$ cat src/rtl/cv_serial_sequencer.sv
// Serial front-end for the Excess-3 -> BCD converter: shifts NDIG digits LSB first and assembles Z.
// Optional feature macro: CV_SEQ_RANGE_CHECK_EN (reject words with any digit outside 3..12).
module cv_serial_sequencer #(
    parameter int NDIG        = 1,
    parameter int CLR_BETWEEN = 1
) (
    input  logic                Clk,
    input  logic                Rst,
    input  logic                in_valid,
    output logic                in_ready,
    input  logic [4*NDIG-1:0]   in_data,
    output logic                conv_x,
    output logic                conv_rst_n,
    input  logic                conv_z,
    output logic                out_valid,
    input  logic                out_ready,
    output logic [4*NDIG-1:0]   out_data,
    output logic                out_err
);

    localparam int            DW       = (NDIG > 1) ? $clog2(NDIG) : 1;
    localparam logic [DW-1:0] LAST_DIG = DW'(NDIG - 1);

    typedef enum logic [1:0] {IDLE, SHIFT, CLR, DONE} state_t;

    state_t            state, state_nxt;
    logic [4*NDIG-1:0] sreg;
    logic [1:0]        bit_cnt;
    logic [DW-1:0]     dig_cnt;
    logic [DW+1:0]     wr_idx;
    logic              accept, last_bit, last_dig, range_bad;

    assign accept   = in_valid && in_ready;
    assign last_bit = (bit_cnt == 2'd3);
    assign last_dig = (dig_cnt == LAST_DIG);
    assign wr_idx   = {dig_cnt, bit_cnt};

`ifdef CV_SEQ_RANGE_CHECK_EN
    always_comb begin
        range_bad = 1'b0;
        for (int k = 0; k < NDIG; k++) begin
            if (in_data[4*k +: 4] < 4'd3 || in_data[4*k +: 4] > 4'd12) begin
                range_bad = 1'b1;
            end
        end
    end

    // Error flag follows the accepted word and stays put until the next accept.
    always_ff @(posedge Clk or negedge Rst) begin
        if (!Rst) begin
            out_err <= 1'b0;
        end else if (accept) begin
            out_err <= range_bad;
        end
    end
`else
    assign range_bad = 1'b0;
    assign out_err   = 1'b0;
`endif

    always_ff @(posedge Clk or negedge Rst) begin
        if (!Rst) begin
            state <= IDLE;
        end else begin
            state <= state_nxt;
        end
    end

    always_comb begin
        state_nxt = state;
        case (state)
            IDLE: begin
                if (in_valid) begin
                    state_nxt = range_bad ? DONE : SHIFT;
                end
            end
            SHIFT: begin
                if (last_bit) begin
                    if (last_dig) begin
                        state_nxt = DONE;
                    end else if (CLR_BETWEEN != 0) begin
                        state_nxt = CLR;
                    end else begin
                        state_nxt = SHIFT;
                    end
                end
            end
            CLR: begin
                state_nxt = SHIFT;
            end
            DONE: begin
                if (out_ready) begin
                    state_nxt = IDLE;
                end
            end
            default: begin
                state_nxt = IDLE;
            end
        endcase
    end

    always_comb begin
        in_ready  = (state == IDLE);
        out_valid = (state == DONE);
    end

    // conv_x always presents the bit the converter consumes in the following cycle,
    // so the shift register holds only the bits not yet driven.
    always_ff @(posedge Clk or negedge Rst) begin
        if (!Rst) begin
            conv_x     <= 1'b0;
            conv_rst_n <= 1'b0;
            sreg       <= '0;
            out_data   <= '0;
            bit_cnt    <= 2'd0;
            dig_cnt    <= '0;
        end else begin
            case (state)
                IDLE: begin
                    if (in_valid) begin
                        sreg    <= in_data >> 1;
                        bit_cnt <= 2'd0;
                        dig_cnt <= '0;
                        if (range_bad) begin
                            out_data   <= '1;
                            conv_x     <= 1'b0;
                            conv_rst_n <= 1'b0;
                        end else begin
                            out_data   <= '0;
                            conv_x     <= in_data[0];
                            conv_rst_n <= 1'b1;
                        end
                    end
                end
                SHIFT: begin
                    for (int k = 0; k < 4*NDIG; k++) begin
                        if (k == int'(wr_idx)) begin
                            out_data[k] <= conv_z;
                        end
                    end
                    bit_cnt <= bit_cnt + 2'd1;
                    if (last_bit && last_dig) begin
                        conv_x     <= 1'b0;
                        conv_rst_n <= 1'b0;
                    end else if (last_bit && CLR_BETWEEN != 0) begin
                        conv_x     <= 1'b0;
                        conv_rst_n <= 1'b0;
                        dig_cnt    <= dig_cnt + DW'(1);
                    end else begin
                        conv_x <= sreg[0];
                        sreg   <= sreg >> 1;
                        if (last_bit) begin
                            dig_cnt <= dig_cnt + DW'(1);
                        end
                    end
                end
                CLR: begin
                    conv_rst_n <= 1'b1;
                    conv_x     <= sreg[0];
                    sreg       <= sreg >> 1;
                end
                DONE: begin
                    conv_rst_n <= 1'b0;
                end
                default: begin
                    conv_rst_n <= 1'b0;
                end
            endcase
        end
    end

endmodule

$ cat config.mk
export PLATFORM = sky130hd
export DESIGN_NAME = cv_serial_sequencer
export DESIGN_NICKNAME = d
export VERILOG_FILES = /design/src/rtl/cv_serial_sequencer.sv
export SDC_FILE = /design/constraint.sdc
export NUM_CORES = 1
export LEC_CHECK = 0
export BUFFER_PORTS_ARGS = -buffer_cell sky130_fd_sc_hd__clkbuf_2
export CAP_MARGIN = 20
export CORE_MARGIN = 2
export CORE_UTILIZATION = 40
export CTS_CLUSTER_DIAMETER = 30
export DETAILED_ROUTE_END_ITERATION = 8
export MAX_ROUTING_LAYER = met4
export SLEW_MARGIN = 15
export SYNTH_ARGS = -nofsm -noshare
export SYNTH_HDL_FRONTEND = slang
export SYNTH_SLANG_ARGS = --single-unit
$ cat constraint.sdc
create_clock -name Clk -period 1.8 [get_ports Clk]
set_input_delay 0.18 -clock Clk [delete_from_list [all_inputs] [get_ports Clk]]
set_output_delay 0.18 -clock Clk [all_outputs]
set_load 0.01 [all_outputs]
======== Word level (Yosys, flattened, before mapping) ========
Cells that the tools add are included.
cells by class
  add/subtract/negate cells ............... 2
  reductions and logical operators ........ 15
  bitwise logic cells ..................... 1
  mux-type cells .......................... 29
  eq/ne operators ......................... 17
operators by type and width
  kind                                                    number
  two-way mux 4 bit                                       4
  inequality test 2 bit (second input constant)           8
  AND reduction 3 bit                                     5
  two-way mux 1 bit                                       14
  case mux 4 bit (3 select lines)                         1
  two-way mux 2 bit                                       4
  case mux 2 bit (4 select lines)                         1
  case mux 4 bit (2 select lines)                         1
  AND reduction 4 bit                                     2
  == test 2 bit (second input constant)                   3
  == test 3 bit (first input constant)                    2
  AND reduction 2 bit                                     3
  case mux 1 bit (4 select lines)                         1
  case mux 2 bit (2 select lines)                         1
  == test 2 x 3 -> 1 bit (first input constant)           1
  zero test 3 bit                                         1
  inequality test 3 bit (second input constant)           1
  case mux 1 bit (3 select lines)                         1
  nonzero test 3 bit                                      1
  adder 2 x 1 -> 2 bit (second input constant)            1
  == test 2 x 1 -> 1 bit (second input constant)          1
  zero test 2 bit                                         1
  inequality test 2 x 1 -> 1 bit (second input constant)  1
  case mux 1 bit (2 select lines)                         1
  4 further kinds                                         4
word-level totals
  input port bits ......................... 9
  word-level logic and storage cells ...... 74
  register bits after elaboration ......... 15

======== Longest topological paths before layout ========
  depth after elaboration ................. 4
  mapped depth ............................ 6
  gate-level depth less buffers ........... 5

======== Worst setup path before layout ========
Ideal clock, no wire load.
  path type ............................... register -> register
  from .................................... reg state[0]
  to ...................................... reg sreg[0]
  path slack .............................. 0.164 ns
  path buffers ............................ 0
  data arrival time ....................... 1.511 ns
  stages on the path, launching flop included .. 6
  library setup time ...................... 0.125 ns
  data required time ...................... 1.675 ns
  period minus slack after synthesis ...... 1.636 ns
  path through ............................ dfrtp_1 > inv_1 > ha_1 > nor2b_4 > a211oi_4 > mux2_2
on the way
  word-level cells in the longest chain between the ends .. 3
  elaborated cells between the ends (all ways) .. 9
  classes of those cells .................. eq/ne (5); mux (1); reduce/logical (3)
RTL lines
  element                                                                line  source
  start, declared                                                        26    state_t state, state_nxt;
  start signal, assigned                                                 65    state <= state_nxt;
  zero test 2 bit (*)                                                    --
  named net in_ready                                                     10    output logic in_ready,
  inequality test 2 bit (no line) or nonzero test 3 bit (tied branches)  --
  AND reduction 4 bit (no line)                                          --
  end signal, assigned                                                   121   sreg <= in_data >> 1;
  end signal, assigned                                                   151   sreg <= sreg >> 1;
  end signal, assigned                                                   160   sreg <= sreg >> 1;
  end, declared                                                          27    logic [4*NDIG-1:0] sreg;
Mark *: on every way through the listed nets, which the timed path passes. The rest lies on a longest branch.
A chain may end at the register's enable or synchronous reset.

======== Final worst setup path ========
  from .................................... reg state[1]
  to ...................................... reg state[1]
on the way
  elaborated cells between the ends (all ways) .. 9
  classes of those cells .................. eq/ne (6); mux (1); reduce/logical (2)
RTL lines
  element                                line  source
  == test 2 bit (tied with other cells)  71    case (state)
  case mux 2 bit (4 select lines) (*)    71
  named net state_nxt[1]                 26
Marked as above.

==> metrics.md <==
| Metric | Value |
|---|---|
| Comb power frac | `58.7%` |
| CTS root buf | `clkbuf_4` |
| GRT met3 Usage | `5.26%` |
| All-Layer GR Usage | `around 15%` |
| Hold_sp | `conv_z` |
| Crit-path max cell delay | `420 ps` |
| Core area | `0.00217 mm2` |
| Layout filler cell count | `approximately 200` |
| Initial Util | `between 40 and 50%` |
| Top Family by Delay on Critical Path | `flip-flops` |
| Number of hold violations in the final report | `0` |
| Startpoint Class | `register` |
| Vias/cell | `a little under 5` |
| Met2 GRT Util | `25.3%` |
| Ranking of synthesized cells by area | `dfrtp_1, ha_1, mux2_2` |
| H-tree depth | `1` |
| Via count | `654` |
| Placed Instances | `approximately 130` |
| Unique masters post-synth | `27` |
| Slew Limit Fails | `0` |
| Internal power | `1110 uW` |
| Net Sw Frac | `39.3%` |
| Die area | `0.00262 mm2` |
| Rows | `17` |
| Synth Instances | `82` |
| Synth Cell Area | `892 um2` |
| Largest net degree at the start of global routing | `15` |
| Final setup TNS | `0 ps` |
| Crit. Startpoint | `state[1]$_DFFE_PN0P_` |
| Synth Warn # | `0` |
| Layout cells sized above 1 | `approximately 35%` |
| Drc violations | `0` |
| Period utilization | `91.6%` |
| Seq cells post-synth | `14` |
| Pre-antenna DRT Iters | `2` |
| Area Growth Syn to Fin | `18.9%` |
| Die Width | `51.2 um` |
| Post-synth top area cell | `dfrtp_1` |
| Slowest cell on crit path | `dfrtp_1` |
| Footprint of the multi-input gates | `roughly 500 um2` |
| Die Ht | `51.2 um` |
| Post-CTS Resized | `0` |
| Crit Path Class | `register to register` |
| Post-Route WL | `~1600 um` |
| Final Core Density | `48.9%` |
| Fin Clk Skew | `~1.7 ps` |
| M1 GR Usage | `17.3%` |
| Buf/Inv on CP | `1` |
| Power Dens Cells | `1730 mW/mm2` |
| Fin cells | `132` |
| Post-CTS setup repair buffer count | `0` |
| Crit-path cells | `inv_1, ha_1, and2b_4, nor3_2, mux2_2` |
| Worst min-delay path class | `input pin to register` |
| Most used routing layer | `met2` |
| Syn Nets | `100` |
| Reg power frac | `29.1%` |
| Leakage power total | `0.000504 uW` |
| First-pass GRT wire length | `between 2000 and 3000 um` |
| Max-Cap Viols | `0` |
| Req. time, crit path | `about 2000 ps` |
| Syn Area/Cell | `10.9 um2` |
| Share of the synthesized area in the top cell type | `39.3%` |
| Vias in the first global route | `635` |
| Seq/Total Area, Yosys | `39.3%` |
| CTS tree | `built` |
| F_max | `607 MHz` |
| Sw power | `approximately 700 uW` |
| Clk_lat worst skew | `between 200 and 300 ps` |
| Total clock sinks | `14` |
| Clock-pin slew on the worst setup and hold paths | `80 ps` |
| Unrepaired setup endpoints after global routing | `false` |
| Post-route ant nets | `0` |
| Setup violators final | `0` |
| Minimum clock period | `1650 ps` |
| Worst Path Arrival | `1810 ps` |
| GP Congestion | `0.798` |
| Register area | `between 300 and 400 um2` |
| Clk pwr share | `12.2%` |
| CTS max path bufs | `2` |
| GRT overflow | `0` |
| WL/cell | `12.0 um` |
| Status | `finished, final reports clean` |
| CP endpoint kind | `register` |
| Drt initial violations | `4` |
| Final #Nets | `123` |
| Crit Path Max Fanout | `5` |
| Initial antenna violation count | `0` |
| IO Pins | `18` |
| Inserted Diodes | `0` |
| Final HPWL DP | `between 1000 and 1500 um` |
| Worst vdd ir | `between 0.9 and 1 mV` |
| TritonCTS Buffers | `3` |
| IO Port Bufs | `16` |
| Reg-to-reg startpoint | `state[1]$_DFFE_PN0P_` |
==> metrics by stage <==
stage	total power, uW	area, um2	worst slack [ps]	hold WS [ps]
after global routing	2020	1060	43.6	226
after detailed placement	1620	1010	163	110
after CTS	1860	1060	151	215
after floorplan	1360	892	164	-116
final	1830	1060	151	218
after global placement	1590	1010	160	115
==> power groups by stage <==
stage	logic (uW)	clock network (uW)	registers, uW
2_1_floorplan	801	0	558
3_3_place_gp	1060	0	537
3_5_place_dp	1080	0	542
4_1_cts	1090	235	535
5_1_grt	1220	247	552
6_report	1070	224	532
==> final cells by class <==
| type | count | area share [%] |
|---|---|---|
| flip-flops and latches | 14 | 33.0 |
| multi-input cells | 61 | 47.5 |
| well taps | 28 | 3.30 |
| inverters | 4 | 1.42 |
| clock buffers | 4 | 3.42 |
| repair buffers | 21 | 11.3 |
==> cells in the mapped netlist <==
cell type,n
dfrtp_1,14
ha_1,9
mux2_2,8
nand2_1,8
nor2b_1,7
o211ai_1,5
inv_1,4
nand4_1,4
mux2i_1,3
o21ai_0,3
a211oi_4,1
a21oi_1,1
a2bb2oi_1,1
a32oi_1,1
and2b_4,1
buf_4,1
buf_6,1
clkbuf_1,1
conb_1,1
nand3b_1,1
nor2_1,1
nor2b_4,1
nor3_1,1
nor3_2,1
o21a_1,1
o31ai_1,1
xnor2_1,1
==> state kept, by name, summed over array words and instances, names as in the netlist <==
signal / cells
sreg: 3
conv_rst_n: 1
out_data: 4
conv_x: 1
state: 2
dig_cnt: 1
bit_cnt: 2
==> tightest hold or removal path, stage by stage <==
cell and delay (ps):
clkbuf_2 110, nand4_1 80, o211ai_1 80
==> layer usage <==
layer / share of wire, % / vias up
met5: 0 / -
met4: 1.0 / 0
met3: 4.3 / 2
met2: 48 / 15
met1: 47 / 308
li1: - / 329
==> kinds of logic after synthesis <==
family          share of synthesized area, %
other cells                            0.420
fa+ha+maj                               12.6
simple gates                            16.7
mux                                     13.5
compound gates                          12.3
flops                                   39.3
buf+inv                                 4.21
xor+xnor                               0.982
==> repair_timing <==
item | in CTS | in global routing
hold buffers | 1 | 0
endpoints found under the setup margin | 0 | 0
hold endpoints to repair | 14 | 0
==> layout by cell type, fill, tap and decap left out, drive strengths merged <==
cell type	synthesis	routed
o31ai	1	1
a32oi	1	1
a211oi	1	1
xnor2	1	1
clkbuf	1	20
mux2i	3	3
conb	1	1
nor3	2	2
o21a	1	1
inv	4	4
and2b	1	1
mux2	8	8
nand2	8	8
ha	9	9
a21oi	1	1
nor2	1	1
nand4	4	4
o21ai	3	3
a2bb2oi	1	1
buf	2	4
o211ai	5	5
nand3b	1	1
dfrtp	14	14
dlygate4sd3	0	1
nor2b	8	8
==> worst paths after layout <==
kind                                           end  slack [ps]  cells past startpoint
max                           state[1]$_DFFE_PN0P_         150                      5
min                        out_data[3]$_DFFE_PN0P_         220                      3
max reg2reg                   state[1]$_DFFE_PN0P_         150                      5
min reg2reg                    sreg[1]$_DFFE_PN0P_         510                      1
max in group asynchronous     state[1]$_DFFE_PN0P_        1200                      2
min in group asynchronous  out_data[2]$_DFFE_PN0P_         330                      2
Power figures use the tool's default switching activity.
